[src/rtl/step_clk_pkg.sv]
// -----------------------------------------------------------------------------
// step_clk_pkg
// Shared types and constants for the step clock generator.
//   step_state_t : cpu_clk FSM state (manual/run x low/high phase)
//   KEY_IDLE     : idle (released) level of the active-low push-button
//   SW_IDLE      : idle level of the run/step switch (manual)
// -----------------------------------------------------------------------------
package step_clk_pkg;

   typedef enum logic [1:0] {
      MAN_LO = 2'd0,
      MAN_HI = 2'd1,
      RUN_LO = 2'd2,
      RUN_HI = 2'd3
   } step_state_t;

   localparam logic KEY_IDLE = 1'b1;
   localparam logic SW_IDLE  = 1'b0;

endpackage

[src/rtl/key_debounce.sv]
// -----------------------------------------------------------------------------
// key_debounce
// 2-flop synchronizer followed by a hold-time debouncer. A new level is
// accepted once the synchronized input has differed from the stable level for
// DEBOUNCE_CYCLES consecutive clocks; any return to the stable level restarts
// the count.
// Ports:
//   clk      in  board clock
//   reset    in  synchronous active-low reset
//   i_raw    in  raw asynchronous input
//   o_stable out debounced level (RESET_VAL after reset)
// -----------------------------------------------------------------------------
module key_debounce #(
   parameter int   DEBOUNCE_CYCLES = 1_000_000,
   parameter logic RESET_VAL       = 1'b1
) (
   input  logic clk,
   input  logic reset,
   input  logic i_raw,
   output logic o_stable
);

   localparam int             CW   = $clog2(DEBOUNCE_CYCLES);
   localparam logic [CW-1:0]  LAST = CW'(DEBOUNCE_CYCLES - 1);

   logic          r_sync1;
   logic          r_sync2;
   logic          r_stable;
   logic [CW-1:0] r_cnt;

   always_ff @(posedge clk) begin
      if (!reset) begin
         r_sync1  <= RESET_VAL;
         r_sync2  <= RESET_VAL;
         r_stable <= RESET_VAL;
         r_cnt    <= '0;
      end else begin
         r_sync1 <= i_raw;
         r_sync2 <= r_sync1;
         if (r_sync2 == r_stable) begin
            r_cnt <= '0;
         end else if (r_cnt == LAST) begin
            // DEBOUNCE_CYCLES consecutive differing samples: accept
            r_stable <= r_sync2;
            r_cnt    <= '0;
         end else begin
            r_cnt <= r_cnt + CW'(1);
         end
      end
   end

   assign o_stable = r_stable;

endmodule

[src/rtl/step_clock_gen.sv]
// -----------------------------------------------------------------------------
// step_clock_gen
// Clean registered CPU clock from a bouncy step button or a divided free-run
// clock, selected by a slide switch.
// Ports:
//   clk        in  board clock (only clock)
//   reset      in  synchronous active-low reset
//   key_step_n in  raw step button, 0 = pressed
//   run_sw     in  raw mode switch, 1 = free-run
//   cpu_clk    out registered CPU clock
//   step_pulse out one-cycle strobe with each cpu_clk rising edge
//   step_count out number of cpu_clk rising edges since reset (wraps)
//   mode_run   out applied mode, 1 = free-run
// -----------------------------------------------------------------------------
module step_clock_gen
   import step_clk_pkg::*;
#(
   parameter int DEBOUNCE_CYCLES = 1_000_000,
   parameter int RUN_HALF_PERIOD = 25_000_000,
   parameter int CNT_W           = 32
) (
   input  logic             clk,
   input  logic             reset,
   input  logic             key_step_n,
   input  logic             run_sw,
   output logic             cpu_clk,
   output logic             step_pulse,
   output logic [CNT_W-1:0] step_count,
   output logic             mode_run
);

   localparam int            DW       = (RUN_HALF_PERIOD > 1) ? $clog2(RUN_HALF_PERIOD) : 1;
   localparam logic [DW-1:0] DIV_LAST = DW'(RUN_HALF_PERIOD - 1);

   logic w_key_db_n;
   logic w_run_db;
   logic w_div_tc;

   step_state_t      r_state;
   logic [DW-1:0]    r_div;
   logic             r_armed;
   logic             r_cpu_clk;
   logic             r_step_pulse;
   logic [CNT_W-1:0] r_step_count;
   logic             r_mode_run;

   key_debounce #(
      .DEBOUNCE_CYCLES (DEBOUNCE_CYCLES),
      .RESET_VAL       (KEY_IDLE)
   ) u_key_db (
      .clk      (clk),
      .reset    (reset),
      .i_raw    (key_step_n),
      .o_stable (w_key_db_n)
   );

   key_debounce #(
      .DEBOUNCE_CYCLES (DEBOUNCE_CYCLES),
      .RESET_VAL       (SW_IDLE)
   ) u_run_db (
      .clk      (clk),
      .reset    (reset),
      .i_raw    (run_sw),
      .o_stable (w_run_db)
   );

   assign w_div_tc = (r_div == DIV_LAST);

   // All outputs are registered alongside the state so cpu_clk is glitch-free.
   always_ff @(posedge clk) begin
      if (!reset) begin
         r_state      <= MAN_LO;
         r_div        <= '0;
         r_armed      <= 1'b1;
         r_cpu_clk    <= 1'b0;
         r_step_pulse <= 1'b0;
         r_step_count <= '0;
         r_mode_run   <= 1'b0;
      end else begin
         r_step_pulse <= 1'b0;
         case (r_state)
            MAN_LO: begin
               if (w_run_db) begin
                  r_state    <= RUN_LO;
                  r_div      <= '0;
                  r_mode_run <= 1'b1;
               end else if (!w_key_db_n && r_armed) begin
                  r_state      <= MAN_HI;
                  r_cpu_clk    <= 1'b1;
                  r_step_pulse <= 1'b1;
                  r_step_count <= r_step_count + CNT_W'(1);
               end else if (w_key_db_n) begin
                  // a release must be seen before the next press counts
                  r_armed <= 1'b1;
               end
            end
            MAN_HI: begin
               if (w_key_db_n) begin
                  r_state   <= MAN_LO;
                  r_cpu_clk <= 1'b0;
               end
            end
            RUN_LO: begin
               if (w_div_tc) begin
                  r_div <= '0;
                  if (!w_run_db) begin
                     // leave run only at the end of a low phase; a key held
                     // through the switch must be released before stepping
                     r_state    <= MAN_LO;
                     r_mode_run <= 1'b0;
                     r_armed    <= w_key_db_n;
                  end else begin
                     r_state      <= RUN_HI;
                     r_cpu_clk    <= 1'b1;
                     r_step_pulse <= 1'b1;
                     r_step_count <= r_step_count + CNT_W'(1);
                  end
               end else begin
                  r_div <= r_div + DW'(1);
               end
            end
            RUN_HI: begin
               // high phase always runs to completion; mode change waits
               if (w_div_tc) begin
                  r_state   <= RUN_LO;
                  r_cpu_clk <= 1'b0;
                  r_div     <= '0;
               end else begin
                  r_div <= r_div + DW'(1);
               end
            end
            default: begin
               r_state    <= MAN_LO;
               r_cpu_clk  <= 1'b0;
               r_mode_run <= 1'b0;
               r_div      <= '0;
            end
         endcase
      end
   end

   assign cpu_clk    = r_cpu_clk;
   assign step_pulse = r_step_pulse;
   assign step_count = r_step_count;
   assign mode_run   = r_mode_run;

endmodule

[config.mk]
export PLATFORM = sky130hd
export DESIGN_NAME = step_clock_gen
export DESIGN_NICKNAME = d
export VERILOG_FILES = /design/src/rtl/step_clk_pkg.sv /design/src/rtl/key_debounce.sv /design/src/rtl/step_clock_gen.sv
export SDC_FILE = /design/constraint.sdc
export NUM_CORES = 1
export LEC_CHECK = 0
export ABC_AREA = 1
export CAP_MARGIN = 40
export CORE_UTILIZATION = 64
export DETAILED_ROUTE_END_ITERATION = 6
export GPL_ROUTABILITY_DRIVEN = 0
export PLACE_DENSITY_LB_ADDON = 0.25
export SYNTH_ARGS = -nofsm -noshare
export SYNTH_HDL_FRONTEND = slang
export SYNTH_SLANG_ARGS = --single-unit
[constraint.sdc]
create_clock -name clk -period 5.2 [get_ports clk]
set_clock_uncertainty 0.2 [all_clocks]
set_input_delay 1.56 -clock clk [delete_from_list [all_inputs] [get_ports clk]]
set_output_delay 1.56 -clock clk [all_outputs]
set_load 0.01 [all_outputs]
; ---- Yosys cells after proc, flatten, opt, wreduce, memory -nomap -nowiden
; Cells that the tools add are included.
[op_classes]
n_addsub = 4
mul = 0
n_div = 0
magnitude_cmp = 0
eq_ne = 19
n_shift = 0
n_mux = 36
n_bitwise = 3
reduce_logical = 16
[ops]
columns = operator, n
row1 = 32-bit two-way mux, 4
row2 = 32-bit case mux with 2 select lines, 1
row3 = 25-bit two-way mux, 2
row4 = 25-bit case mux with 2 select lines, 1
row5 = 20-bit by 1-bit adder with 20-bit output (second input constant), 2
row6 = 20-bit == test (second input constant), 2
row7 = 32-bit by 1-bit adder with 32-bit output (second input constant), 1
row8 = 25-bit by 1-bit adder with 25-bit output (second input constant), 1
row9 = 25-bit == test (second input constant), 1
row10 = 1-bit two-way mux, 17
row11 = 2-bit two-way mux, 6
row12 = 2-bit inequality test (second input constant), 6
row13 = 6-bit AND reduction, 2
row14 = 2-bit by 1-bit inequality test with 1-bit output (second input constant), 4
row15 = 2-bit case mux with 4 select lines, 1
row16 = 4-bit AND reduction, 2
row17 = 1-bit case mux with 2 select lines, 3
row18 = 2-bit AND reduction, 3
row19 = 3-bit OR reduction, 2
row20 = 5-bit AND reduction, 1
row21 = 2-bit == test (second input constant), 2
row22 = 1-bit case mux with 4 select lines, 1
row23 = 2-bit nonzero test, 2
row24 = 3-bit by 2-bit inequality test with 1-bit output (second input constant), 1
row25 = 7 further kinds, 10
[word_totals]
ff_bits = 109
latch_bits = 0
ramBits = 0
rom_bits = 0
output_inout_bits = 35
word_cells = 93
mem_count = 0

; ---- Longest topological paths before layout
; Gate-level depths: netlist (run 1).
[logic_depth]
depth_word = 5
depth_mapped = 10

; ---- Hierarchy
; Synthesis (run 1) repeated with hierarchy kept, for this count alone.
[hier_totals]
hier_cells = 966
hier_area_um2 = 6188.4
[by_module_without_submodules]
columns = module, n_inst, cells_per_inst, area_per_inst_um2, seq_area_each_um2
row1 = step_clock_gen, 1, 650, 3945.0, 1261.2
row2 = key_debounce at u_run_db, 1, 161, 1136.1, 460.4
row3 = key_debounce at u_key_db, 1, 155, 1107.3, 460.4

; ---- Worst setup path after synthesis (run 1)
; OpenSTA, ideal clock, no wires.
[synth_path]
kind = input -> register
from = in reset
to = reg u_run_db.r_cnt[15]
arrival_ps = 2410
required_time_ps = 4936
path_slack_ps = 2527
stages = 6
n_path_buf = 2
cell_sequence = buf_2 > o21ai_0 > a21oi_1 > nand2_1 > buf_4 > nor2_1
[synth_via]
elab_chain_len = 2
[synth_rtl]
columns = element, line
row1 = "start, declared", step_clock_gen.sv:23  ; input logic reset,
row2 = 1-bit NOT (no source line), -
row3 = 3-bit OR reduction (no source line), -
row4 = "end signal, assigned", key_debounce.sv:47  ; r_cnt <= r_cnt + CW'(1);
row5 = "end, declared", key_debounce.sv:29  ; logic [CW-1:0] r_cnt;
; Every way passes these cells.
; A chain may end at the register's enable or synchronous reset.

; ---- Final worst setup path (run 1)
[layout_path]
from = reg r_step_count[0] (netlist: step_count[0])
to = out step_count[0]
[layout_rtl]
columns = element, line
row1 = "start, declared", step_clock_gen.sv:44  ; logic [CNT_W-1:0] r_step_count;
row2 = "start signal, assigned", step_clock_gen.sv:91  ; r_step_count <= r_step_count + CNT_W'(1);
row3 = "start signal, assigned", step_clock_gen.sv:116  ; r_step_count <= r_step_count + CNT_W'(1);
row4 = "end, declared", step_clock_gen.sv:28  ; output logic [CNT_W-1:0] step_count,
; No word-level cell between the ends.

==> run metrics, run 1 <==
clock buffer count from CTS 9; maximum VDD drop 165 µV; share of post-route cells with drive strength above 1 under 10%; yosys warns 0; Hold Crit Start u_run_db.r_sync1; hold path depth 2; hpwl dp 9.38 mm; post-CTS setup buffer count 0; layout overhead on the synthesized area 10.1%; Core Footprint between 9000 and 10000 µm²; count leader, synth nand2_1; DR WL/cell 11.9 µm; cell area after synthesis 6040 µm²; FMAX between 300 and 400 MHz; number of synthesized flops with an enable pin 0; Starting DRT DRC Count about 280; NetSw ~0.31 mW; synth top area cells dfxtp_1, nand2_1, nor2_1; remaining antenna violation count 0; Slew Limit Fails 0; I/O Buffers 38; R2R depth 10; DRT Pass-1 Iters 5; CTS resizes 0; Syn Area/Cell 6.43 µm²; # Max-Cap Violations 0; DIE AREA just under 10000 µm²; Critical Path RT about 3.4 ns; headroom to the max-slew limit 55.5%; Final Hold Vio Count 0; total power 1.35 mW; Pwr Density 203 nW/µm²; Max Fanout on Critical Path 7; Max stage delay on crit path around 0.59 ns; final WL 12.9 mm; sequential area share after synthesis a little over a third; Setup TNS Final 0 ns; root buf cell clkbuf_8; synth cell count leaders nand2_1, nor2_1, dfxtp_1, inv_1, nand3_1; LEAKAGE 2.26 nW; Pint 1.04 mW; DIE WIDTH roughly 99 µm; minimum clock period around 3.2 ns; Starting Density around two thirds; post-synthesis register bit count between 100 and 150; Worst Tran Pin Value 0.667 ns; Logic pwr share 1.3%; Synth cell types 35; H-tree depth 3; Vias 5801; number of clock sinks 109; crit path cell chain clkdlybuf4s50_1; critical path class reg -> out; CP top delay family buffers and inverters; antenna violations before repair 0; CTS tree done; Setup violations, final 0; Crit path buffers/inverters 1; # diodes 0; part of the cycle the worst path needs 61.7%; # DRC 0; Hold Path End u_run_db.r_sync2; Arr. time, crit path about 1.5 ns; largest area contributor in the netlist dfxtp_1; vias in the first global route 5093; I/O pins 39; FF-to-FF End step_count[0]; Skew-Pair Late Insertion Delay between 0.3 and 0.4 ns; Avg Vias per Cell 5.35; largest net degree at the start of global routing 53; gr usage total 27.6%; startpoint types flip-flop; register share of total power 62.0%; area fraction of the dominant cell type after synthesis 36.1%; hold crit path type reg -> reg; RSZ-0062 raised after global routing false; clk slew on worst S/H paths 0.11 ns; Primary FF master, synth dfxtp_1; first-pass GRT wire length 22.2 mm; async set-reset flop share out of synthesis 0%; Setup crit end kind output pin; syn_nets 947; r2r startpoint r_div[0]; Site Rows 35; Final Net Count ~980; cts-stage hold buffer count 0; gr ovfl total 0; Worst R2R Setup Slack between 2 and 2.5 ns; sw frac 23.3%; Synth Instances 939; Clk pwr share 36.7%; Die H 99.1 µm; slowest CP cell clkdlybuf4s50_1; clk buf depth 2; outcome complete, no violations
[state kept, by name, summed over array words and instances (netlist names), 20 cells and up, named ones only]
signal	count
u_key_db.r_cnt	20
u_run_db.r_cnt	20
step_count	32
r_div	25
[cells by family (layout without fill, tap and decap cells)]
kind of cell / Yosys count / count (layout) / share of synthesized area, %
flops: 109 / 109 / 36.1
compound gates: 81 / 81 / 7.06
simple gates: 609 / 609 / 43.5
xor+xnor: 42 / 42 / 6.09
fa+ha+maj: 4 / 4 / 0.829
buf+inv: 94 / 128 / 6.40
[power by group through the flow]
| stage | combinational (mW) | clock, mW | sequential (mW) |
|---|---|---|---|
| after floorplan | 0.0124 | 0 | 0.856 |
| after global placement | 0.0175 | 0 | 0.857 |
| after detailed placement | 0.0178 | 0 | 0.857 |
| after CTS | 0.0178 | 0.511 | 0.838 |
| after global routing | 0.0202 | 0.546 | 0.838 |
| final | 0.0177 | 0.496 | 0.837 |
[per-stage QoR]
step	instance area (µm²)	util, %	setup slack [ns]	hold WS, ns	instances
floorplan	6040	-	2.53	0.190	939
global placement	6460	70.2	1.68	0.195	1068
detailed placement	6460	70.2	1.60	0.202	1068
CTS	6650	72.3	1.96	0.227	1084
global route	6650	72.3	1.79	0.250	1084
finish	6650	72.3	1.99	0.223	1084
[layout make-up]
class	instances	area, µm²
Clock buffer	10	138
Clock inverter	6	53.8
Fill cell	811	2550
Inverter	72	270
Multi-Input combinational cell	736	3470
Sequential cell	109	2180
Tap cell	111	139
Timing Repair Buffer	40	395
[metal layers]
layer | wire (µm) | track usage, % | vias to the layer above
met1 | 6050 | 35.8 | 2594
met4 | 150 | 7.01 | 0
met2 | 6020 | 47.3 | 134
met5 | 0 | 0 | -
met3 | 688 | 5.55 | 14
li1 | - | - | 3059
[layout by cell type, fill, tap and decap left out, types with 2 or more instances in the layout]
master / instances
nor4_1: 2
nand3_1: 67
nand4_1: 21
nand2_1: 292
nand2_2: 2
ha_1: 4
inv_1: 69
buf_4: 2
nor2_2: 4
a21oi_1: 63
clkinv_4: 2
nor2_1: 162
xor2_1: 29
nor2_4: 4
inv_2: 2
xnor2_1: 13
clkdlybuf4s50_1: 38
nand3_2: 3
nand3b_1: 19
dfxtp_1: 109
nor3_1: 22
inv_6: 2
o21bai_1: 2
o21ai_0: 11
or2_2: 8
clkbuf_8: 10
[how the worst max path moves through the flow]
stage	start	endpoint	depth (start not counted)
5_1_grt	reset	u_run_db.r_cnt[19]	5
2_1_floorplan	reset	u_run_db.r_cnt[15]	6
3_5_place_dp	reset	u_run_db.r_cnt[2]	5
3_3_place_gp	reset	u_run_db.r_cnt[2]	5
4_1_cts	step_count[26]	step_count[26]	1
6_report	step_count[0]	step_count[0]	1
[worst min-delay path, cell delays in order (launching register included)]
cell and delay, ns:
dfxtp_1 0.31, nand2_1 0.05, inv_1 0.03
No activity file was read; power rests on OpenSTA's default activity.
==> inputs of run 2 (changes only) <==
CORE_UTILIZATION = 54   (was 64)
clock period = 2.7 ns   (was 5.2 ns; I/O delays follow)
==> run metrics, run 2 (synthesized netlist as in run 1, its figures left out) <==
outcome complete, no violations; Setup violations, final 0; placed insts 1104; FMAX about 400 MHz; cts-stage hold buffer count 0; I/O Buffers 38; DIE WIDTH 108 µm; largest net degree at the start of global routing 53; slowest CP cell clkdlybuf4s50_1; critical path class reg -> out; Area after DPL roughly 6600 µm²; gr ovfl total 0; DIE AREA roughly 12000 µm²; crit path cell chain clkdlybuf4s50_1; Slew Limit Fails 0; # Max-Cap Violations 0; Starting Density 55.5%; Setup crit end kind output pin; Core Footprint 10900 µm²; Finished Cell Area 6750 µm²; Final Net Count a little under 1000; RSZ-0062 raised after global routing false; most common cell after layout, fill and taps aside nand2_1; DR WL/cell 11.8 µm; I/O pins 39; first-pass GRT wire length 22.8 mm; gr usage total 24.3%; headroom to the max-slew limit 66.8%; root buf cell clkbuf_8; Worst Tran Pin Value around 0.50 ns; DRT Pass-1 Iters 5; max reg flops 32; Non-Filler Instances 1120; part of the cycle the worst path needs 92.2%; clk slew on worst S/H paths 0.10 ns; share of post-route cells with drive strength above 1 5.41%; Site Rows 38; clock buffer count from CTS 9; hold crit path type reg -> reg; Arr. time, crit path 1.48 ns; post-CTS setup buffer count 0; Critical Path RT 1.69 ns; Max stage delay on crit path 0.59 ns; minimum clock period 2.49 ns; final WL around 13 mm; remaining antenna violation count 0; Pwr Density 388 nW/µm²; maximum VDD drop just over 300 µV; H-tree depth 3; Setup TNS Final 0 ns; Crit path buffers/inverters 1; startpoint types flip-flop; Die H approximately 110 µm; Starting DRT DRC Count 406; LEAKAGE 2.29 nW; clk buf depth 2; Avg Vias per Cell 5.14; # diodes 0; Final Hold Vio Count 0; # fillers ~1000; Skew-Pair Late Insertion Delay 0.39 ns; antenna violations before repair 0; # DRC 0; CTS tree done; Max Fanout on Critical Path 7; most frequent cells in the layout nand2_1, nor2_1, dfxtp_1; vias in the first global route 5144; Vias 5760; number of clock sinks approximately 110; CP top delay family buffers and inverters; CTS resizes 0; layout overhead on the synthesized area 11.7%; hpwl dp 9.58 mm
run 2: stage by stage:
stage	utilization (%)	power [mW]	hold WS, ns	worst slack, ns
after detailed placement	60.2	1.69	0.206	0.409
after global placement	60.2	1.69	0.196	0.409
after global routing	62.0	2.71	0.258	0.159
final	62.0	2.62	0.227	0.211
after CTS	62.0	2.65	0.235	0.192
after floorplan	-	1.67	0.190	0.777
run 2: power by group:
group	internal [mW]	total (mW)	switching [mW]
combinational	0.0136	0.0398	0.0262
sequential	1.61	1.61	0.00259
clock	0.374	0.966	0.592
run 2: cell type report:
cell class	count	area, µm²	share of cell area [%]
flip-flops and latches	109	2180	32.3
clock inverters	6	51.3	0.760
clock buffers	10	138	2.04
well taps	140	175	2.60
repair buffers	47	460	6.82
inverters	72	270	4.01
multi-input cells	736	3470	51.4
run 2: path summary, 6_finish.rpt:
| check | start | endpoint | slack [ns] | cells past startpoint |
|---|---|---|---|---|
| setup / recovery | step_count[0] | step_count[0] | 0.21 | 1 |
| hold / removal | u_run_db.r_sync1 | u_run_db.r_sync2 | 0.23 | 2 |
| setup reg to reg | r_state[0] | step_count[1] | 0.52 | 8 |
| hold reg to reg | u_run_db.r_sync1 | u_run_db.r_sync2 | 0.23 | 2 |
run 2: layer usage:
layer | routed length (µm) | up-vias | global-route usage, %
li1 | - | 3075 | -
met1 | 6500 | 2554 | 31.6
met2 | 5880 | 117 | 39.5
met3 | 674 | 14 | 6.54
met4 | 167 | 0 | 6.75
met5 | 0 | - | 0
==> inputs of run 3 (changes only) <==
CAP_MARGIN = 20   (was 40)
==> results of run 3 <==
No change in the layout: final DEF, timing and power equal those of run 2.
